### config.mk
export PLATFORM = sky130hd
export DESIGN_NAME = traffic_phase_timer
export DESIGN_NICKNAME = d
export VERILOG_FILES = /design/src/rtl/traffic_phase_timer.sv
export SDC_FILE = /design/constraint.sdc
export NUM_CORES = 1
export LEC_CHECK = 0
export CORE_UTILIZATION = 58
export DETAILED_ROUTE_END_ITERATION = 10
export PLACE_DENSITY = 0.8
export SETUP_SLACK_MARGIN = 0.05
export SYNTH_ARGS = -nofsm -noshare
export SYNTH_HDL_FRONTEND = slang
export SYNTH_SLANG_ARGS = --single-unit
### constraint.sdc
create_clock -name clk -period 4 [get_ports clk]
set_clock_uncertainty 0.1 [all_clocks]
set_input_delay 0.4 -clock clk [delete_from_list [all_inputs] [get_ports clk]]
set_output_delay 0.4 -clock clk [all_outputs]
set_load 0.005 [all_outputs]
### src/rtl/traffic_phase_timer.sv
// Phase pacing and emergency preemption for the four-way light controller.
// Counts green/yellow dwell, emits one-cycle step pulses to advance the
// downstream light FSM, and one-cycle force pulses to jump it to a green.
//
// state  | meaning
// GREEN  | cur_dir green, dwell counting, requests evaluated
// YELLOW | cur_dir yellow, target locked, dwell counting
// HOLD   | cur_dir green held while its own emergency request is high
module traffic_phase_timer #(
  parameter int GREEN_CYCLES  = 20,
  parameter int YELLOW_CYCLES = 5,
  parameter int MIN_GREEN     = 4
) (
  input  logic       clk,
  input  logic       rst_n,
  input  logic       en_i,
  input  logic       req_n_i,
  input  logic       req_e_i,
  input  logic       req_s_i,
  input  logic       req_w_i,
  output logic       step_o,
  output logic       force_n_o,
  output logic       force_e_o,
  output logic       force_s_o,
  output logic       force_w_o,
  output logic [1:0] cur_dir_o,
  output logic       in_yellow_o,
  output logic       preempt_active_o
);

  localparam logic [15:0] GREEN_LAST  = 16'(GREEN_CYCLES - 1);
  localparam logic [15:0] YELLOW_LAST = 16'(YELLOW_CYCLES - 1);
  localparam logic [15:0] MIN_LAST    = 16'(MIN_GREEN - 1);

  typedef enum logic [1:0] {
    GREEN  = 2'd0,
    YELLOW = 2'd1,
    HOLD   = 2'd2
  } state_t;

  state_t      state_q, state_d;
  logic [15:0] cnt_q, cnt_d;
  logic [1:0]  tgt_q, tgt_d;
  logic        pre_q, pre_d;
  logic [1:0]  cur_dir_q, cur_dir_d;
  logic        pa_q, pa_d;
  logic        step_q, step_d;
  logic [3:0]  force_q, force_d;

  logic [3:0]  req;
  logic        sel_vld;
  logic [1:0]  sel;

  assign req     = {req_w_i, req_s_i, req_e_i, req_n_i};
  assign sel_vld = |req;

  // Fixed priority N > E > S > W.
  always_comb begin
    sel = 2'd3;
    if (req[0])      sel = 2'd0;
    else if (req[1]) sel = 2'd1;
    else if (req[2]) sel = 2'd2;
  end

  // Next-state, counter and pulse decode; nothing moves while en_i is low.
  always_comb begin
    state_d   = state_q;
    cnt_d     = cnt_q;
    tgt_d     = tgt_q;
    pre_d     = pre_q;
    cur_dir_d = cur_dir_q;
    pa_d      = pa_q;
    step_d    = 1'b0;
    force_d   = 4'b0000;
    if (en_i) begin
      case (state_q)
        GREEN: begin
          if (sel_vld && sel == cur_dir_q) begin
            state_d = HOLD;
            pa_d    = 1'b1;
            cnt_d   = 16'd0;
          end else if (sel_vld && cnt_q >= MIN_LAST) begin
            step_d  = 1'b1;
            tgt_d   = sel;
            pre_d   = 1'b1;
            pa_d    = 1'b1;
            cnt_d   = 16'd0;
            state_d = YELLOW;
          end else if (!sel_vld && cnt_q == GREEN_LAST) begin
            step_d  = 1'b1;
            tgt_d   = cur_dir_q + 2'd1;
            pre_d   = 1'b0;
            pa_d    = 1'b0;
            cnt_d   = 16'd0;
            state_d = YELLOW;
          end else begin
            cnt_d = cnt_q + 16'd1;
            pa_d  = 1'b0;
          end
        end
        YELLOW: begin
          if (cnt_q == YELLOW_LAST) begin
            if (pre_q) force_d[tgt_q] = 1'b1;
            else       step_d = 1'b1;
            cur_dir_d = tgt_q;
            cnt_d     = 16'd0;
            pre_d     = 1'b0;
            state_d   = GREEN;
          end else begin
            cnt_d = cnt_q + 16'd1;
          end
        end
        HOLD: begin
          if (!req[cur_dir_q]) begin
            state_d = GREEN;
            cnt_d   = 16'd0;
            pa_d    = 1'b0;
          end
        end
        default: state_d = GREEN;
      endcase
    end
  end

  // State and registered outputs; rst_n is active-high asynchronous.
  always_ff @(posedge clk or posedge rst_n) begin
    if (rst_n) begin
      state_q   <= GREEN;
      cnt_q     <= 16'd0;
      tgt_q     <= 2'd0;
      pre_q     <= 1'b0;
      cur_dir_q <= 2'd0;
      pa_q      <= 1'b0;
      step_q    <= 1'b0;
      force_q   <= 4'b0000;
    end else begin
      state_q   <= state_d;
      cnt_q     <= cnt_d;
      tgt_q     <= tgt_d;
      pre_q     <= pre_d;
      cur_dir_q <= cur_dir_d;
      pa_q      <= pa_d;
      step_q    <= step_d;
      force_q   <= force_d;
    end
  end

  assign step_o           = step_q;
  assign force_n_o        = force_q[0];
  assign force_e_o        = force_q[1];
  assign force_s_o        = force_q[2];
  assign force_w_o        = force_q[3];
  assign cur_dir_o        = cur_dir_q;
  assign in_yellow_o      = (state_q == YELLOW);
  assign preempt_active_o = pa_q;

endmodule

**After elaboration in Yosys (flattened, before gate mapping)**

Index checks and enable logic that the tools add are counted.

- Register bits: 29
- Output and inout bits: 9
- Logic and storage cells: 83

- Add/sub/neg operators: 2
- Magnitude comparators: 4
- Eq/ne operators: 10
- Multiplexer cells: 41
- Bitwise gates (word level): 1
- Reductions and logical operators: 17

Operators with widths:

| cell | count |
|---|---|
| $mux W16 | 5 |
| $pmux W16 S3 | 1 |
| $mux W2 | 9 |
| $add A16 B1 Y16 const B | 1 |
| $eq A16 B3 Y1 const B | 1 |
| $eq A16 B5 Y1 const B | 1 |
| $ge A16 B2 Y1 const B | 1 |
| $mux W1 | 16 |
| $mux W4 | 4 |
| $reduce_and A3 Y1 | 3 |
| $reduce_and A4 Y1 | 2 |
| $lt A2 B3 Y1 const B | 2 |
| $pmux W1 S2 | 3 |
| $pmux W2 S3 | 1 |
| $reduce_bool A2 Y1 | 3 |
| $reduce_and A5 Y1 | 1 |
| $logic_and A1 B1 Y1 | 4 |
| $ne A2 B2 Y1 const B | 2 |
| $ne A4 B4 Y1 const B | 1 |
| $reduce_or A4 Y1 | 1 |
| $ne A3 B3 Y1 const B | 1 |
| $reduce_bool A3 Y1 | 1 |
| $add A2 B1 Y2 const B | 1 |
| $bmux W1 S2 | 1 |
| 9 further kinds | 9 |

**Logic depth before layout (Yosys ltp)**

Gate-level depths: netlist of run 1.

- Word-level depth: 8
- Mapped depth: 9
- Mapped depth without buffers: 8

**Least setup slack after synthesis of run 1**

OpenSTA, ideal clock, no wires.

- Kind: register -> register
- Start: reg cur_dir_q[0] (netlist: cur_dir_o[0])
- End: reg cnt_q[15]
- Library setup time: 0.119 ns
- Arrival: 1.790 ns
- Setup slack: 1.992 ns
- Cell stages (with the launch flop): 9
- Period minus slack after synthesis: 2.008 ns
- Cells stage by stage: dfrtp_1 > buf_6 > mux4_2 > a21oi_2 > buf_6 > nand4_4 > nor3_2 > xnor2_1 > nor2_1

- Longest elaborated chain between the ends: 4

Ends and longest elaborated chain:

| item | RTL line | text |
|---|---|---|
| from (decl) | 45 | `logic [1:0] cur_dir_q, cur_dir_d;` |
| from (signal assigned) | 141 | `cur_dir_q <= cur_dir_d;` |
| $bmux W1 S2 or $eq A2 B2 Y1 (tied branches) | 114, 78 |  |
| $mux W1 (implied by the code) or $logic_and A1 B1 Y1 (tied branches) | 114, 78 |  |
| $ne A2 B2 Y1 (no line) or $mux W16 (tied branches) | -- |  |
| $reduce_and A3 Y1 (no line) or $pmux W16 S3 (tied branches) | -- |  |
| to (signal assigned) | 138 | `cnt_q <= cnt_d;` |
| to (decl) | 42 | `logic [15:0] cnt_q, cnt_d;` |

Several ways; a longest one is shown, not always the timed one. The select of a mux whose other input is x is not followed.
A chain may end at the register's enable or synchronous reset.

**Worst setup path after layout of run 1**

- Start: reg cur_dir_q[0] (netlist: cur_dir_o[0])
- End: reg cnt_q[12]

Same word-level chain as after synthesis.

==> run_results.csv, run 1 <==
group,metric,value,unit
outcome,status,"finished with violations",
outcome,violations,"design-rule violations",
logic_synthesis,ys_types,45,
logic_synthesis,synth_most_common_cell,"dfrtp_1",
global_route,gr-usage-all-layers,0.250,
placement,routabilityCongestion,0.856,
floorplanning,start_util,0.623,
clocking,clkLatencyLatePin,340,ps
setup_path,r2r_cells,6,
clocking,post_cts_buffers,0,
cells_and_area,drive_above_1_share,0.124,
logic_synthesis,yosys_register_bits,29,
sta,max_slew.worst_pin.slew,1050,ps
clocking,cts_resized,0,
worst_hold_path,hp-class,"register to register",
sta,max_freq,413,MHz
sta,post-route-min-period,2420,ps
setup_path,path_max_fanout,11,
setup_path,critPathArrivalTime,2540,ps
logic_synthesis,yosysSeqAreaShare,0.415,
clocking,htreeDepth,2,
clocking,cts_buffers,5,
clocking,cts_num_sinks,29,
cells_and_area,n_antenna_cell,0,
setup_path,cp-end-kind,"register",
power,p_leak,0.881,nW
power,worst_ir_drop_vdd,0.230,mV
global_route,overflow,0,
logic_synthesis,synthCells,181,
setup_path,cpLargestDelayFamily,"multiplexers",
power,finalPower,0.867,mW
logic_synthesis,synth_common_cells,"29 x dfrtp_1, 17 x nor2_1, 15 x nand2_1",
power,p_per_area,444,mW/mm2
sta,finalSetupViolCount,0,
sta,finalHoldViolCount,0,
setup_path,crit_path_cell_trace,"mux4_2 > a21oi_2 > nand4_1 > nor2_1 > xnor2_1 > nor2_1",
setup_path,worst-path-buf-inv,0,
routing,vias,1438,
setup_path,critPathRequiredTime,4120,ps
routing,drcViolationCount,5,
routing,wl_per_cell,15.2,um
setup_path,rr_endpoint,"cnt_q[12]",
routing,dr.pass1.iters,8,
setup_path,r2r_slack,1580,ps
cells_and_area,fin_nets,213,
cells_and_area,area_growth,11.8,%
logic_synthesis,ys_async_sr_fraction,1.00,
routing,first_iter_violations,56,
clocking,cts_tree,"yes",
routing,viasPerCell,6.20,
worst_hold_path,hold_path_depth,1,
logic_synthesis,synth_edf_count,0,
flow_run,drv_cap,0,
logic_synthesis,synth_top_cell_area_share,0.415,
sta,slew_headroom,0.301,
placement,dpl.hpwl,2.58,mm
setup_path,path_class,"register to register",
logic_synthesis,synth-main-ff-cell,"dfrtp_1",
setup_path,cp_slowest_stage_delay,590,ps
cells_and_area,final_core_util,0.696,
worst_hold_path,hold_start,"tgt_q[0]",
worst_hold_path,min_to,"force_q[2]",
floorplanning,die_w,56.9,um
global_route,grt_max_degree,30,
logic_synthesis,synthesis.area,0.00175,mm2
sta,fin_crit_sh,0.605,
setup_path,crit_top_cell,"nor2_1",
setup_path,r2r-start,"cur_dir_o[0]",
sta,timing.final.max_slew_violations,0,
clocking,cts_hold_buf,0,
global_route,grt_pass1_wl,6.09,mm
placement,portBuffers,15,
floorplanning,fp.dieH,56.9,um
setup_path,critPathSlowestCell,"mux4_2",
logic_synthesis,yosysWarnings,0,
sta,final.setup.tns,0,ps
floorplanning,fp.coreArea,0.00281,mm2
floorplanning,rows,19,
clocking,cts-root-buf,"clkbuf_4",
logic_synthesis,yosysTopAreaCell,"dfrtp_1",
logic_synthesis,avgSynthCellArea,9.65,um2
clocking,clock_path_buffers,2,
setup_path,startpoint_type,"register",
routing,postRouteAntennaNets,0,
routing,wl,3.52,mm
logic_synthesis,synth.top_cells.by_area,"dfrtp_1 42%, ha_1 4.3%, nor2_1 3.7%",
global_route,grt_pass1_vias,1446,
floorplanning,io_pins,16,
sta,rsz0062_at_grt,"no",
clocking,clk_pin_slew,110,ps
floorplanning,die_area,0.00323,mm2
logic_synthesis,syn-num-nets,194,
global_route,antenna_found_initial,0,
kinds of logic (layout without fill, tap and decap cells):
| kind of cell | count (synthesis) | after routing | synth area share |
|---|---|---|---|
| DFF | 29 | 29 | 0.415 |
| muxes | 3 | 3 | 0.0258 |
| AOI/OAI and AO/OA | 41 | 41 | 0.159 |
| buffers and inverters | 14 | 34 | 0.0430 |
| xor gates and xnor gates | 9 | 9 | 0.0451 |
| and+or+nand+nor | 79 | 79 | 0.269 |
| adders and majority gates | 6 | 6 | 0.0430 |
registers in the layout (all words and copies together), names as in the netlist:
register,cells
cnt_q,16
cur_dir_o,2
force_q,4
pre_q,1
preempt_active_o,1
state_q,2
step_o,1
tgt_q,2
layout make-up:
class	instances	area, um2
clock inverter	2	10.0
tap	31	38.8
fill	216	852
clock buffer	6	41.3
inverter	11	41.3
multi-input combinational	138	946
sequential	29	726
timing repair buffer	15	150
power by group:
part	total (mW)	switching [mW]	internal (mW)
Clock	0.173	0.106	0.0668
Combinational	0.319	0.186	0.133
Sequential	0.375	0.0422	0.333
layer usage:
layer | up-vias | share of wire | GRT usage
met5 | - | 0 | 0
met2 | 56 | 0.50 | 0.429
met4 | 0 | 0.025 | 0.129
met3 | 11 | 0.062 | 0.0783
li1 | 686 | - | -
met1 | 685 | 0.41 | 0.278
per-stage QoR:
stage          area [um2]  std cells  setup slack [ps]  hold slack [ps]
2_1_floorplan        1750        181              1990              333
3_3_place_gp         1900        224              1290              364
3_5_place_dp         1900        224              1250              369
4_1_cts              1950        232              1590              393
5_1_grt              1950        232              1460              423
6_report             1950        232              1580              396
cell usage in the layout, fill, tap and decap left out, types with 3 or more instances in the layout:
cell type | Yosys | routed
nor3_1 | 8 | 8
nor2_1 | 17 | 17
o21ai_0 | 11 | 11
xor2_1 | 6 | 6
nand2_1 | 15 | 15
and3_1 | 4 | 4
a21oi_1 | 10 | 10
nor2b_1 | 3 | 3
ha_1 | 6 | 6
inv_1 | 11 | 11
a22o_1 | 4 | 4
nand3_1 | 8 | 8
xnor2_1 | 3 | 3
clkdlybuf4s50_1 | 0 | 15
clkbuf_4 | 0 | 5
nand4_1 | 5 | 5
dfrtp_1 | 29 | 29
worst max path at each step:
| stage | startpoint | endpoint | slack, ps | cells past startpoint |
|---|---|---|---|---|
| 6_report | cur_dir_o[0] | cnt_q[12] | 1580 | 6 |
| 2_1_floorplan | cur_dir_o[0] | cnt_q[15] | 1990 | 8 |
| 3_3_place_gp | req_n_i | cnt_q[0] | 1290 | 7 |
| 3_5_place_dp | req_n_i | cnt_q[0] | 1250 | 7 |
| 4_1_cts | req_n_i | cnt_q[0] | 1590 | 7 |
| 5_1_grt | cur_dir_o[0] | cnt_q[12] | 1460 | 6 |
Power figures use the tool's default switching activity.
==> run 2: changes to the inputs <==
- CORE_UTILIZATION: 58 -> 51
- PLACE_DENSITY: 0.8 -> 0.75
- clock period: 4 -> 2.2 ns (I/O delays scaled with it)
==> run 2 against run 1 <==
Effect of this change: the run now ends clean; sequential share of layout area decreased by 2.7 points; via count rose by 3.5%; routed wire length grew 12%; count of clock-buffer cells in the layout is the same; register-to-register slack worse by 1400 ps; worst hold slack got worse by 270 ps; core utilization fell by 2.8 points.
==> run_results.csv, run 2 (synthesis results as in run 1) <==
group,metric,value,unit
cells_and_area,n_antenna_cell,0,
clocking,clock_path_buffers,2,
global_route,grt_pass1_wl,6.50,mm
cells_and_area,final_cell_mix,"29 x dfrtp_1, 17 x nor2_1, 15 x nand2_1, 15 x clkdlybuf4s50_1, 13 x buf_4",
clocking,cts_buffers,5,
floorplanning,fp.dieH,60.5,um
floorplanning,io_pins,16,
clocking,cts_num_sinks,29,
setup_path,crit_path_cell_trace,"nor4_4 > and3_4 > a21oi_2 > o31a_4 > o21ai_0 > a22o_2",
sta,finalHoldViolCount,0,
clocking,cts-root-buf,"clkbuf_4",
global_route,grt_pass1_vias,1466,
setup_path,cp-end-kind,"register",
sta,post-route-min-period,2030,ps
flow_run,drv_cap,0,
setup_path,worst-path-buf-inv,0,
sta,fin_crit_sh,0.924,
floorplanning,die_area,0.00366,mm2
global_route,met3_usage,0.0576,
floorplanning,rows,20,
global_route,grt_max_degree,30,
global_route,use_met2,0.432,
placement,routabilityCongestion,0.840,
global_route,overflow,0,
cells_and_area,largest_register,"cnt_q",
setup_path,critPathArrivalTime,2220,ps
routing,postRouteAntennaNets,0,
cells_and_area,largest_reg_flops,16,
clocking,cts_tree,"yes",
sta,max_freq,492,MHz
setup_path,path_class,"register to register",
cells_and_area,fillers,272,
setup_path,critPathSlowestCell,"dfrtp_1",
power,worst_ir_drop_vdd,0.420,mV
clocking,clk_pin_slew,110,ps
sta,finalSetupViolCount,0,
sta,holdWs,129,ps
cells_and_area,largestRegisters,"cnt_q x16, force_q x4",
global_route,gr-usage-all-layers,0.246,
placement,portBuffers,15,
setup_path,cpLargestDelayFamily,"compound AO/OA/AOI/OAI gates",
routing,first_iter_violations,88,
global_route,busiest_layer,"met2",
clocking,clkLatencyLatePin,340,ps
setup_path,r2r_slack,170,ps
floorplanning,start_util,0.554,
floorplanning,die_w,60.5,um
routing,dr.pass1.iters,4,
cells_and_area,fin_nets,226,
power,p_leak,0.969,nW
cells_and_area,final_common_cell,"dfrtp_1",
routing,drcViolationCount,0,
routing,viasPerCell,5.77,
worst_hold_path,hp-class,"input port to asynchronous set/reset pin",
routing,wl,3.96,mm
setup_path,cp_slowest_stage_delay,450,ps
power,p_per_area,789,mW/mm2
placement,dpl.hpwl,2.96,mm
clocking,htreeDepth,2,
power,finalPower,1.66,mW
sta,rsz0062_at_grt,"yes",
setup_path,critPathRequiredTime,2390,ps
cells_and_area,area_growth,20.6,%
routing,wl_per_cell,15.3,um
cells_and_area,drive_above_1_share,0.187,
global_route,antenna_found_initial,0,
sta,timing.final.max_slew_violations,0,
routing,vias,1489,
clocking,post_cts_buffers,0,
outcome,status,"finished, final reports clean",
sta,slew_headroom,0.742,
global_route,use_met1,0.282,
sta,max_slew.worst_pin.slew,383,ps
setup_path,startpoint_type,"register",
floorplanning,fp.coreArea,0.00315,mm2
setup_path,path_max_fanout,9,
clocking,cts_hold_buf,0,
clocking,cts_resized,0,
-- run 2: cell count changes in the layout (fill, tap and decap cells not counted), sizes merged --
cell,previous run,this run
buf,0,13
-- run 2: path summary, 6_finish.rpt --
kind | end | from | depth (start not counted)
max reg2reg | cnt_q[6] | cnt_q[5] | 6
min | cnt_q[14] | rst_n | 3
min reg2reg | force_q[0] | tgt_q[0] | 1
min in group clk | force_q[0] | tgt_q[0] | 1
max | cnt_q[6] | cnt_q[5] | 6
max in group asynchronous | preempt_active_o | rst_n | 3
-- run 2: metrics by stage --
stage          setup TNS, ps  std cells  cell area [um2]  worst slack [ps]   util
3_3_place_gp            -137        250             2020             -27.7  0.639
5_1_grt                    0        258             2110              26.0  0.668
4_1_cts                    0        258             2080              75.0  0.660
2_1_floorplan              0        181             1750               192      -
6_report                   0        258             2110               166  0.668
3_5_place_dp            -467        250             2020             -61.4  0.639
-- run 2: layout make-up --
type	count	area (um2)	share of cell area
Multi-Input combinational cell	138	972	0.461
Sequential cell	29	726	0.344
Timing Repair Buffer	28	248	0.118
Tap cell	44	55.1	0.0261
Clock buffer	6	51.3	0.0243
Inverter	11	41.3	0.0196
Clock inverter	2	13.8	0.00653
-- run 2: routing by layer --
layer  part of all wire  up-vias
met4              0.032        0
met3              0.044       12
met2               0.52       44
met1               0.40      724
met5                  0        -
li1                   -      709
-- run 2: power breakdown --
group,leakage [nW],internal (mW),switching [mW]
clock network,0.0382,0.156,0.209
registers,0.392,0.605,0.0768
logic,0.538,0.265,0.351
total,0.969,1.03,0.637
-- run 2: worst min-delay path: stages --
cell and delay, ps:
clkdlybuf4s50_1 390, inv_1 50, buf_4 330
==> run 3: changes to the inputs <==
- CORE_UTILIZATION: 51 -> 45
- PLACE_DENSITY: 0.75 -> 0.67
==> run 3 against run 2 <==
Effect of this change: non-clock buffer count up 5; clock power up 22%; sequential share of layout area down 1.1 points; highest routed layer unchanged; critical path depth unchanged; die area up 13%; design area up 3.3%; fmax down 0.39%; combinational power up 2%; sequential cell count unchanged; global-route usage down 2.5 points.
==> run_results.csv, run 3 (synthesis results as in run 1) <==
group,metric,value,unit
cells_and_area,final_common_cell,"dfrtp_1",
clocking,cts-root-buf,"clkbuf_8",
setup_path,cp-end-kind,"register",
setup_path,startpoint_type,"register",
placement,portBuffers,15,
routing,wl,3.92,mm
cells_and_area,largest_register,"cnt_q",
global_route,grt_pass1_wl,6.84,mm
routing,first_iter_violations,177,
global_route,gr-usage-all-layers,0.220,
cells_and_area,final_cells,267,
flow_run,drv_cap,0,
power,p_per_area,808,mW/mm2
sta,fin_crit_sh,0.928,
setup_path,path_max_fanout,9,
setup_path,critPathRequiredTime,2320,ps
floorplanning,start_util,0.474,
placement,dp_cells,259,
clocking,cts_buffers,5,
sta,timing.final.max_slew_violations,0,
placement,routabilityCongestion,0.850,
setup_path,critPathArrivalTime,2160,ps
clocking,cts_num_sinks,29,
cells_and_area,largestRegisters,"cnt_q x16, force_q x4",
sta,rsz0062_at_grt,"no",
floorplanning,die_w,64.3,um
sta,finalHoldViolCount,0,
sta,slew_headroom,0.756,
power,p_leak,0.993,nW
clocking,post_cts_buffers,0,
global_route,grt_max_degree,30,
routing,postRouteAntennaNets,0,
clocking,clkLatencyLatePin,290,ps
clocking,cts_tree,"yes",
cells_and_area,n_antenna_cell,0,
clocking,cts_hold_buf,0,
routing,vias,1492,
global_route,overflow,0,
worst_hold_path,hp-class,"input port to asynchronous set/reset pin",
clocking,clock_path_buffers,2,
routing,dr.pass1.iters,4,
clocking,htreeDepth,2,
routing,viasPerCell,5.59,
setup_path,crit_start,"cnt_q[10]",
sta,max_slew.worst_pin.slew,366,ps
routing,drcViolationCount,0,
cells_and_area,area_growth,24.6,%
placement,dpl.hpwl,2.98,mm
clocking,cts_resized,0,
floorplanning,fp.dieH,64.3,um
sta,post-route-min-period,2040,ps
cells_and_area,fin_nets,231,
cells_and_area,fillers,323,
floorplanning,fp.coreArea,0.00369,mm2
cells_and_area,final_cell_mix,"29 x dfrtp_1, 18 x buf_4, 17 x nor2_1, 15 x nand2_1, 15 x clkdlybuf4s50_1",
sta,holdWs,193,ps
cells_and_area,largest_reg_flops,16,
global_route,antenna_found_initial,0,
global_route,grt_pass1_vias,1507,
floorplanning,die_area,0.00413,mm2
clocking,clk_pin_slew,70,ps
routing,wl_per_cell,14.7,um
cells_and_area,drive_above_1_share,0.205,
floorplanning,rows,22,
setup_path,r2r-start,"cnt_q[10]",
sta,finalSetupViolCount,0,
outcome,status,"finished, final reports clean",
setup_path,path_class,"register to register",
power,worst_ir_drop_vdd,0.451,mV
floorplanning,io_pins,16,
sta,max_freq,490,MHz
[run 3: cell count changes in the layout (fill, tap and decap cells not counted), sizes merged]
| cell | change |
|---|---|
| clkinvlp | +3 |
| clkbuf | -1 |
| buf | +5 |
| clkinv | -2 |
[run 3: worst paths after layout]
check | endpoint | cells past startpoint | slack [ps]
max | cnt_q[5] | 6 | 160
min | force_q[2] | 3 | 190
max reg2reg | cnt_q[5] | 6 | 160
min reg2reg | force_q[0] | 1 | 380
max in group asynchronous | cnt_q[2] | 3 | 1530
min in group clk | force_q[0] | 1 | 380
[run 3: metrics by stage]
step	utilization	instance area (um2)	power (mW)	worst slack, ps	TNS, ps
6_report	0.590	2180	1.76	158	0
5_1_grt	0.590	2180	1.87	56.8	0
4_1_cts	0.583	2150	1.77	98.2	0
3_5_place_dp	0.558	2060	1.32	-59.8	-229
3_3_place_gp	0.558	2060	1.29	-7.20	-9.74
2_1_floorplan	-	1750	1.13	192	0
[run 3: area by class of cell]
type	count	area, um2	area share
Clock buffer	5	68.8	0.0316
Clock inverter	3	22.5	0.0104
Inverter	11	41.3	0.0190
Multi-Input combinational cell	138	972	0.447
Sequential cell	29	726	0.334
Tap cell	48	60.1	0.0276
Timing Repair Buffer	33	285	0.131
[run 3: critical path, stage by stage (launching register included)]
cell and delay [ps]:
dfrtp_1 450, nor4_4 340, and3_4 260, a21oi_2 60
o31a_4 410, and2_4 210, nor2_1 120
[run 3: report_power, final]
part           internal (mW)  switching [mW]
logic                  0.278           0.352
registers              0.606          0.0777
clock network          0.221           0.224
[run 3: metal layers]
metal | share of wire | track usage | up-vias
met2 | 0.52 | 0.380 | 35
met1 | 0.42 | 0.252 | 724
met4 | 0.024 | 0.117 | 0
met3 | 0.034 | 0.0482 | 9
li1 | - | - | 724
met5 | 0 | 0 | -
